File: src/rtl/dmem_dump_reader_if.sv
// Memory read port and transmit byte stream used by dmem_dump_reader.
// master = dump reader, slave = memory / debug UART side.
interface dmem_dump_reader_if;
  logic [31:0] o_mem_addr;
  logic        o_mem_read;
  logic [2:0]  o_mem_bhw_type;
  logic [31:0] i_mem_read_data;
  logic [7:0]  o_tx_data;
  logic        o_tx_valid;
  logic        i_tx_ready;

  modport master (
    output o_mem_addr,
    output o_mem_read,
    output o_mem_bhw_type,
    input  i_mem_read_data,
    output o_tx_data,
    output o_tx_valid,
    input  i_tx_ready
  );

  modport slave (
    input  o_mem_addr,
    input  o_mem_read,
    input  o_mem_bhw_type,
    output i_mem_read_data,
    input  o_tx_data,
    input  o_tx_valid,
    output i_tx_ready
  );
endinterface

File: src/rtl/dmem_dump_reader.sv
// Walks data memory word by word and streams it out little-endian.
// Define DMEM_DUMP_CHECKSUM_EN to append an XOR checksum byte.
module dmem_dump_reader #(
  parameter int unsigned MEM_BYTES  = 1016,
  parameter int unsigned START_ADDR = 0
) (
  input  logic i_clk,
  input  logic i_reset,
  input  logic i_start,
  dmem_dump_reader_if.master bus,
  output logic o_busy,
  output logic o_done
);

  localparam logic [31:0] MEM_END = 32'(MEM_BYTES);
  localparam logic [31:0] BASE    = 32'(START_ADDR);

`ifdef DMEM_DUMP_CHECKSUM_EN
  typedef enum logic [2:0] {
    IDLE, REQ, CAP, SEND, DONE, CSUM
  } state_t;
`else
  typedef enum logic [2:0] {
    IDLE, REQ, CAP, SEND, DONE
  } state_t;
`endif

  state_t      state;
  logic [31:0] addr;
  logic [31:0] word_buf;
  logic [1:0]  idx;

  logic [31:0] addr_nxt;
  logic [1:0]  idx_nxt;
  logic [7:0]  byte_nxt;
  logic        last_word;
  logic        xfer;

`ifdef DMEM_DUMP_CHECKSUM_EN
  logic [7:0]  csum;
`endif

  assign addr_nxt  = addr + 32'd4;
  assign idx_nxt   = idx + 2'd1;
  assign byte_nxt  = word_buf[{idx_nxt, 3'b000} +: 8];
  assign last_word = !(addr_nxt < MEM_END);
  assign xfer      = bus.o_tx_valid && bus.i_tx_ready;

  assign bus.o_mem_bhw_type = 3'b001;

  always_ff @(posedge i_clk or posedge i_reset) begin
    if (i_reset) begin
      state          <= IDLE;
      addr           <= '0;
      word_buf       <= '0;
      idx            <= '0;
      bus.o_mem_addr <= '0;
      bus.o_mem_read <= 1'b0;
      bus.o_tx_data  <= '0;
      bus.o_tx_valid <= 1'b0;
      o_busy         <= 1'b0;
      o_done         <= 1'b0;
`ifdef DMEM_DUMP_CHECKSUM_EN
      csum           <= '0;
`endif
    end else begin
      bus.o_mem_read <= 1'b0;
      o_done         <= 1'b0;
      unique case (state)
        IDLE: begin
          if (i_start) begin
            addr           <= BASE;
            bus.o_mem_addr <= BASE;
            bus.o_mem_read <= 1'b1;
            o_busy         <= 1'b1;
            state          <= REQ;
`ifdef DMEM_DUMP_CHECKSUM_EN
            csum           <= '0;
`endif
          end
        end
        REQ: begin
          state <= CAP;
        end
        // memory data registered on the edge that ended REQ
        CAP: begin
          word_buf       <= bus.i_mem_read_data;
          idx            <= 2'd0;
          bus.o_tx_data  <= bus.i_mem_read_data[7:0];
          bus.o_tx_valid <= 1'b1;
          state          <= SEND;
        end
        SEND: begin
          if (xfer) begin
`ifdef DMEM_DUMP_CHECKSUM_EN
            csum <= csum ^ bus.o_tx_data;
`endif
            if (idx != 2'd3) begin
              idx           <= idx_nxt;
              bus.o_tx_data <= byte_nxt;
            end else if (!last_word) begin
              addr           <= addr_nxt;
              bus.o_mem_addr <= addr_nxt;
              bus.o_mem_read <= 1'b1;
              bus.o_tx_valid <= 1'b0;
              state          <= REQ;
            end else begin
`ifdef DMEM_DUMP_CHECKSUM_EN
              bus.o_tx_data  <= csum ^ bus.o_tx_data;
              state          <= CSUM;
`else
              bus.o_tx_valid <= 1'b0;
              o_done         <= 1'b1;
              state          <= DONE;
`endif
            end
          end
        end
`ifdef DMEM_DUMP_CHECKSUM_EN
        CSUM: begin
          if (xfer) begin
            bus.o_tx_valid <= 1'b0;
            o_done         <= 1'b1;
            state          <= DONE;
          end
        end
`endif
        DONE: begin
          o_busy <= 1'b0;
          state  <= IDLE;
        end
        default: begin
          state <= IDLE;
        end
      endcase
    end
  end

endmodule

File: src/flat_wrapper.sv
// flat-port wrapper written by rule: the top's interface ports become plain ports
module dmem_dump_reader_flat 
#(
  parameter int unsigned MEM_BYTES  = 1016,
  parameter int unsigned START_ADDR = 0
)
  (i_clk, i_reset, i_start, o_busy, o_done, bus_o_mem_addr, bus_o_mem_read, bus_o_mem_bhw_type, bus_i_mem_read_data, bus_o_tx_data, bus_o_tx_valid, bus_i_tx_ready);
  dmem_dump_reader_if bus_i ();
  input  logic i_clk;
  input  logic i_reset;
  input  logic i_start;
  output logic o_busy;
  output logic o_done;
  output wire logic [$bits(bus_i.o_mem_addr)-1:0] bus_o_mem_addr;
  output wire logic [$bits(bus_i.o_mem_read)-1:0] bus_o_mem_read;
  output wire logic [$bits(bus_i.o_mem_bhw_type)-1:0] bus_o_mem_bhw_type;
  input wire logic [$bits(bus_i.i_mem_read_data)-1:0] bus_i_mem_read_data;
  output wire logic [$bits(bus_i.o_tx_data)-1:0] bus_o_tx_data;
  output wire logic [$bits(bus_i.o_tx_valid)-1:0] bus_o_tx_valid;
  input wire logic [$bits(bus_i.i_tx_ready)-1:0] bus_i_tx_ready;
  assign bus_o_mem_addr = bus_i.o_mem_addr;
  assign bus_o_mem_read = bus_i.o_mem_read;
  assign bus_o_mem_bhw_type = bus_i.o_mem_bhw_type;
  assign bus_i.i_mem_read_data = bus_i_mem_read_data;
  assign bus_o_tx_data = bus_i.o_tx_data;
  assign bus_o_tx_valid = bus_i.o_tx_valid;
  assign bus_i.i_tx_ready = bus_i_tx_ready;
  dmem_dump_reader #(.MEM_BYTES(MEM_BYTES), .START_ADDR(START_ADDR)) u_core (.i_clk(i_clk), .i_reset(i_reset), .i_start(i_start), .bus(bus_i), .o_busy(o_busy), .o_done(o_done));
endmodule
File: config.mk
export PLATFORM = sky130hd
export DESIGN_NAME = dmem_dump_reader_flat
export DESIGN_NICKNAME = d
export VERILOG_FILES = /design/src/rtl/dmem_dump_reader_if.sv /design/src/rtl/dmem_dump_reader.sv /design/src/flat_wrapper.sv
export SDC_FILE = /design/constraint.sdc
export NUM_CORES = 1
export LEC_CHECK = 0
export CAP_MARGIN = 40
export CORE_ASPECT_RATIO = 0.5
export CORE_MARGIN = 4
export CORE_UTILIZATION = 51
export CTS_CLUSTER_SIZE = 24
export DETAILED_ROUTE_END_ITERATION = 7
export PLACE_DENSITY = 0.89
export SYNTH_ARGS = -nofsm -noshare
export SYNTH_HDL_FRONTEND = slang
export SYNTH_SLANG_ARGS = --single-unit
export TNS_END_PERCENT = 20
File: constraint.sdc
create_clock -name i_clk -period 3.1 [get_ports i_clk]
set_input_delay 0.62 -clock i_clk [delete_from_list [all_inputs] [get_ports i_clk]]
set_output_delay 0.62 -clock i_clk [all_outputs]
set_load 0.02 [all_outputs]
==> results_dict.tcl <==
set metrics [dict create \
    run_status "finished clean" \
    maxCapViolations 0 \
    synth_compound_area_share_pct 10.75 \
    routedWlPerCell_um 15.73 \
    worst_path_largest_cell_delay_ns 0.61 \
    finish.instance_area_um2 5314 \
    port-buffer-count 77 \
    yosys.area_share.xor_xnor_pct 1.969 \
    synth_top_family_by_area "simple AND/OR/NAND/NOR gates" \
    rows 22 \
    yosys.area.top_type "sky130_fd_sc_hd__dfrtp_1" \
    ctsLongestPathBuffers 2 \
    detailroute.via_count 3526 \
    synth.lib_cells_used.distinct 56 \
    detail_route.drc_violations 0 \
    yosys.area_share.adder_pct 0.6250 \
    seq_area_frac_synth_pct 49.38 \
    synth.ff_latch_count 79 \
    clock-skew-final_ns 0.005214 \
    avgViaCountPerCell 5.624 \
    clkSinkCount 79 \
    standby_leakage_power_uw 0.002402 \
    final_util_pct 70.97 \
    post_synth_and_or_nand_nor_area_fraction_pct 27.84 \
    area_share_of_the_largest_cell_type_after_synthesis_pct 49.38 \
    tritoncts_clock_tree "done" \
    total_power_uw 3852 \
    report.final.setup_viol 0 \
    drtIter0Drc 278 \
    final_min_period_over_clock_period_pct 95.88 \
    final_stage_net_count 552 \
    vdd_ir_drop_max_v 0.0004433 \
    n_diodes 0 \
    dp.final_hpwl_mm 6.816 \
    crit_path_top_delay_cell "sky130_fd_sc_hd__or4_2" \
    final_max_slew_viol_count 0 \
    firstDrtPassIters 5 \
    worstPathCellList "buf_4, and4_2, nand4_1, buf_4, or4_2, nand4_1, a2111oi_4, buf_4, nand3_1, a21oi_2, buf_4, nor2b_1" \
    first_pass_grt_wire_length_mm 16.01 \
    cts_made_buffers 9 \
    cp.arrival_ns 3.21 \
    globalplace.congestion 0.8999 \
    netlist_instances 425 \
    critical_path.startpoint_type "flop" \
    path_clk_slew_ns 0.06 \
    clock-root-buffer "sky130_fd_sc_hd__clkbuf_16" \
    area_delta_synth_final_pct 32.72 \
    die_height_um 70.65 \
    hold-worst-slack_ns 0.4709 \
    aggregate_global_route_resource_usage_pct 21.14 \
    synth.area.top_cells "sky130_fd_sc_hd__dfrtp_1 49%, sky130_fd_sc_hd__nand2_1 12%, sky130_fd_sc_hd__mux4_2 4.5%" \
    grt.overflow.total 0 \
    drt_wl_total_mm 9.864 \
    netlist_area_pre_place_um2 4004 \
    cts-hold-fix-buffers 0 \
    design.core.area_um2 7487 \
    synth-edff-count 0 \
    muxShareOfSynthArea_pct 5.000 \
    critPathKind "flop to flop" \
    pin_count_of_the_biggest_net_entering_global_routing 33 \
    grt_antenna_before_repair 0 \
    synth_flop_cell "sky130_fd_sc_hd__dfrtp_1" \
    area_post_placement_um2 4930 \
    ant_nets 0 \
    layout-drive-gt1-share_pct 14.26 \
    synth-warning-count 0 \
    clk-insertion-delay-late_ns 0.34 \
    min_path_type "flop to flop" \
    critPathCaptureType "flop" \
    grt_setup_unrepaired "no" \
    die_width_um 133.3 \
    powerDensity_nw_per_um2 724.8 \
    critical_path.max_fanout 9 \
    critical_path_required_ns 3.34 \
    floorplan.die_area_um2 9418 \
    tns_ns 0 \
    start_util_pct 53.48 \
    floorplan.io_pins 83 \
    clock.fmax_ghz 0.3364 \
    cts-htree-levels 3 \
    slew_headroom_pct 53.69 \
    worstMarginPinSlew_ns 0.6921 \
    critPathMostFrequentCell "sky130_fd_sc_hd__buf_4" \
    period_needed_ns 2.972 \
    grt_pass1_vias 3274 \
    avgSynthCellArea_um2 9.421 \
    report.final.hold_viol_count 0 \
    asyncSetResetFlopFracSynth_pct 100.0 \
]
## report_power, final
part / total (µW) / switching, µW / internal, µW
registers: 1530 / 196 / 1340
clock network: 1140 / 391 / 748
logic: 1180 / 586 / 593
## routing by layer
layer / share of wire [%] / wire [µm] / track usage [%]
met5: 0 / 0 / 0
met4: 1.6 / 158 / 5.359
met3: 6.5 / 645 / 6.250
met2: 48 / 4759 / 34.89
met1: 44 / 4301 / 27.83
## critical path: cells and delay by family (launching register included)
family / cells / cell delay, ns
and+or+nand+nor: 6 / 1.58
buffers and inverters: 4 / 0.75
DFF: 1 / 0.42
AOI/OAI and AO/OA: 2 / 0.13
## layout by cell type (no fill, tap or decap), types with 3 or more instances in the layout
| cell | synthesis | routed |
|---|---|---|
| sky130_fd_sc_hd__nand2_1 | 125 | 125 |
| sky130_fd_sc_hd__clkdlybuf4s50_1 | 0 | 77 |
| sky130_fd_sc_hd__dfrtp_1 | 79 | 73 |
| sky130_fd_sc_hd__buf_4 | 6 | 26 |
| sky130_fd_sc_hd__nor2b_1 | 21 | 21 |
| sky130_fd_sc_hd__nand3_1 | 18 | 18 |
| sky130_fd_sc_hd__o22ai_1 | 17 | 17 |
| sky130_fd_sc_hd__nor2_1 | 14 | 13 |
| sky130_fd_sc_hd__nand4_1 | 11 | 11 |
| sky130_fd_sc_hd__a21oi_1 | 11 | 11 |
| sky130_fd_sc_hd__clkbuf_16 | 0 | 9 |
| sky130_fd_sc_hd__o21ai_0 | 8 | 8 |
| sky130_fd_sc_hd__mux4_2 | 8 | 8 |
| sky130_fd_sc_hd__xnor2_1 | 6 | 6 |
| sky130_fd_sc_hd__dfrtp_2 | 0 | 6 |
| sky130_fd_sc_hd__nor3_1 | 5 | 5 |
| sky130_fd_sc_hd__nor4_1 | 5 | 5 |
| sky130_fd_sc_hd__o211ai_1 | 5 | 5 |
| sky130_fd_sc_hd__or4_1 | 5 | 5 |
| sky130_fd_sc_hd__conb_1 | 2 | 5 |
| sky130_fd_sc_hd__inv_1 | 5 | 4 |
| sky130_fd_sc_hd__and3_1 | 3 | 3 |
| sky130_fd_sc_hd__or3_1 | 3 | 3 |
| sky130_fd_sc_hd__xor2_1 | 3 | 3 |
| sky130_fd_sc_hd__a31oi_1 | 3 | 3 |
| sky130_fd_sc_hd__or4_2 | 3 | 3 |
| sky130_fd_sc_hd__and3_2 | 3 | 3 |
## cells in the mapped netlist (all sizes together), types with 2 or more instances
cell type	n
nor2b	21
xor2	3
and3	6
o22ai	17
mux4	8
a31oi	3
inv	5
ha	2
and4	3
o211ai	5
nor4	6
mux2i	2
nor2	14
clkbuf	15
o21ai	9
a311oi	2
nand4	12
dfrtp	79
or4	9
nand3	18
conb	2
nand2	126
o311ai	2
xnor2	6
nor3	5
buf	13
a21oi	12
or3	5
## path summary, 6_finish.rpt
path,start,end,slack [ns],cells past startpoint
min,u_core.word_buf[21],u_core.word_buf[21],0.47,2
min reg2reg,u_core.word_buf[21],u_core.word_buf[21],0.47,2
max reg2reg,u_core.bus.o_mem_addr[8],u_core.bus.o_mem_addr[22],0.13,12
min in group asynchronous,i_reset,u_core.word_buf[19],0.65,2
max,u_core.bus.o_mem_addr[8],u_core.bus.o_mem_addr[22],0.13,12
max in group asynchronous,i_reset,u_core.bus.o_mem_addr[13],1.77,3
## cell type report
cell class	count	area [µm²]
Inverter	5	18.77
Timing Repair Buffer	103	965.9
Fill cell	562	2173
Multi-Input combinational cell	316	1884
Sequential cell	79	1984
Clock buffer	13	260.3
Tap cell	108	135.1
Clock inverter	3	65.06
## cells by family (layout without fill, tap and decap cells)
family          Yosys count  in the layout
compound gates           62             62
flops                    79             79
mux                      10             10
other cells               2              5
buf+inv                  33            124
simple gates            228            228
xor+xnor                  9              9
fa+ha+maj                 2              2
## repair_timing
item                                    CTS  global route
resized for setup                         0             8
endpoints found under the setup margin    0            20
buffers inserted                          0             5
## per-stage QoR
step	std cells	setup slack, ns
finish	627	0.1276
global route	627	0.004703
CTS	622	0.01556
detailed placement	606	0.03464
global placement	606	0.1534
floorplan	428	0.1324
## sequential cells by signal (all words and copies together), names as in the netlist
signal	count
u_core.bus.o_mem_read	1
u_core.state	3
u_core.word_buf	32
u_core.o_done	1
u_core.bus.o_tx_data	8
u_core.idx	2
u_core.o_busy	1
u_core.bus.o_mem_addr	30
u_core.bus.o_tx_valid	1
(Power assumes the default switching activity.)
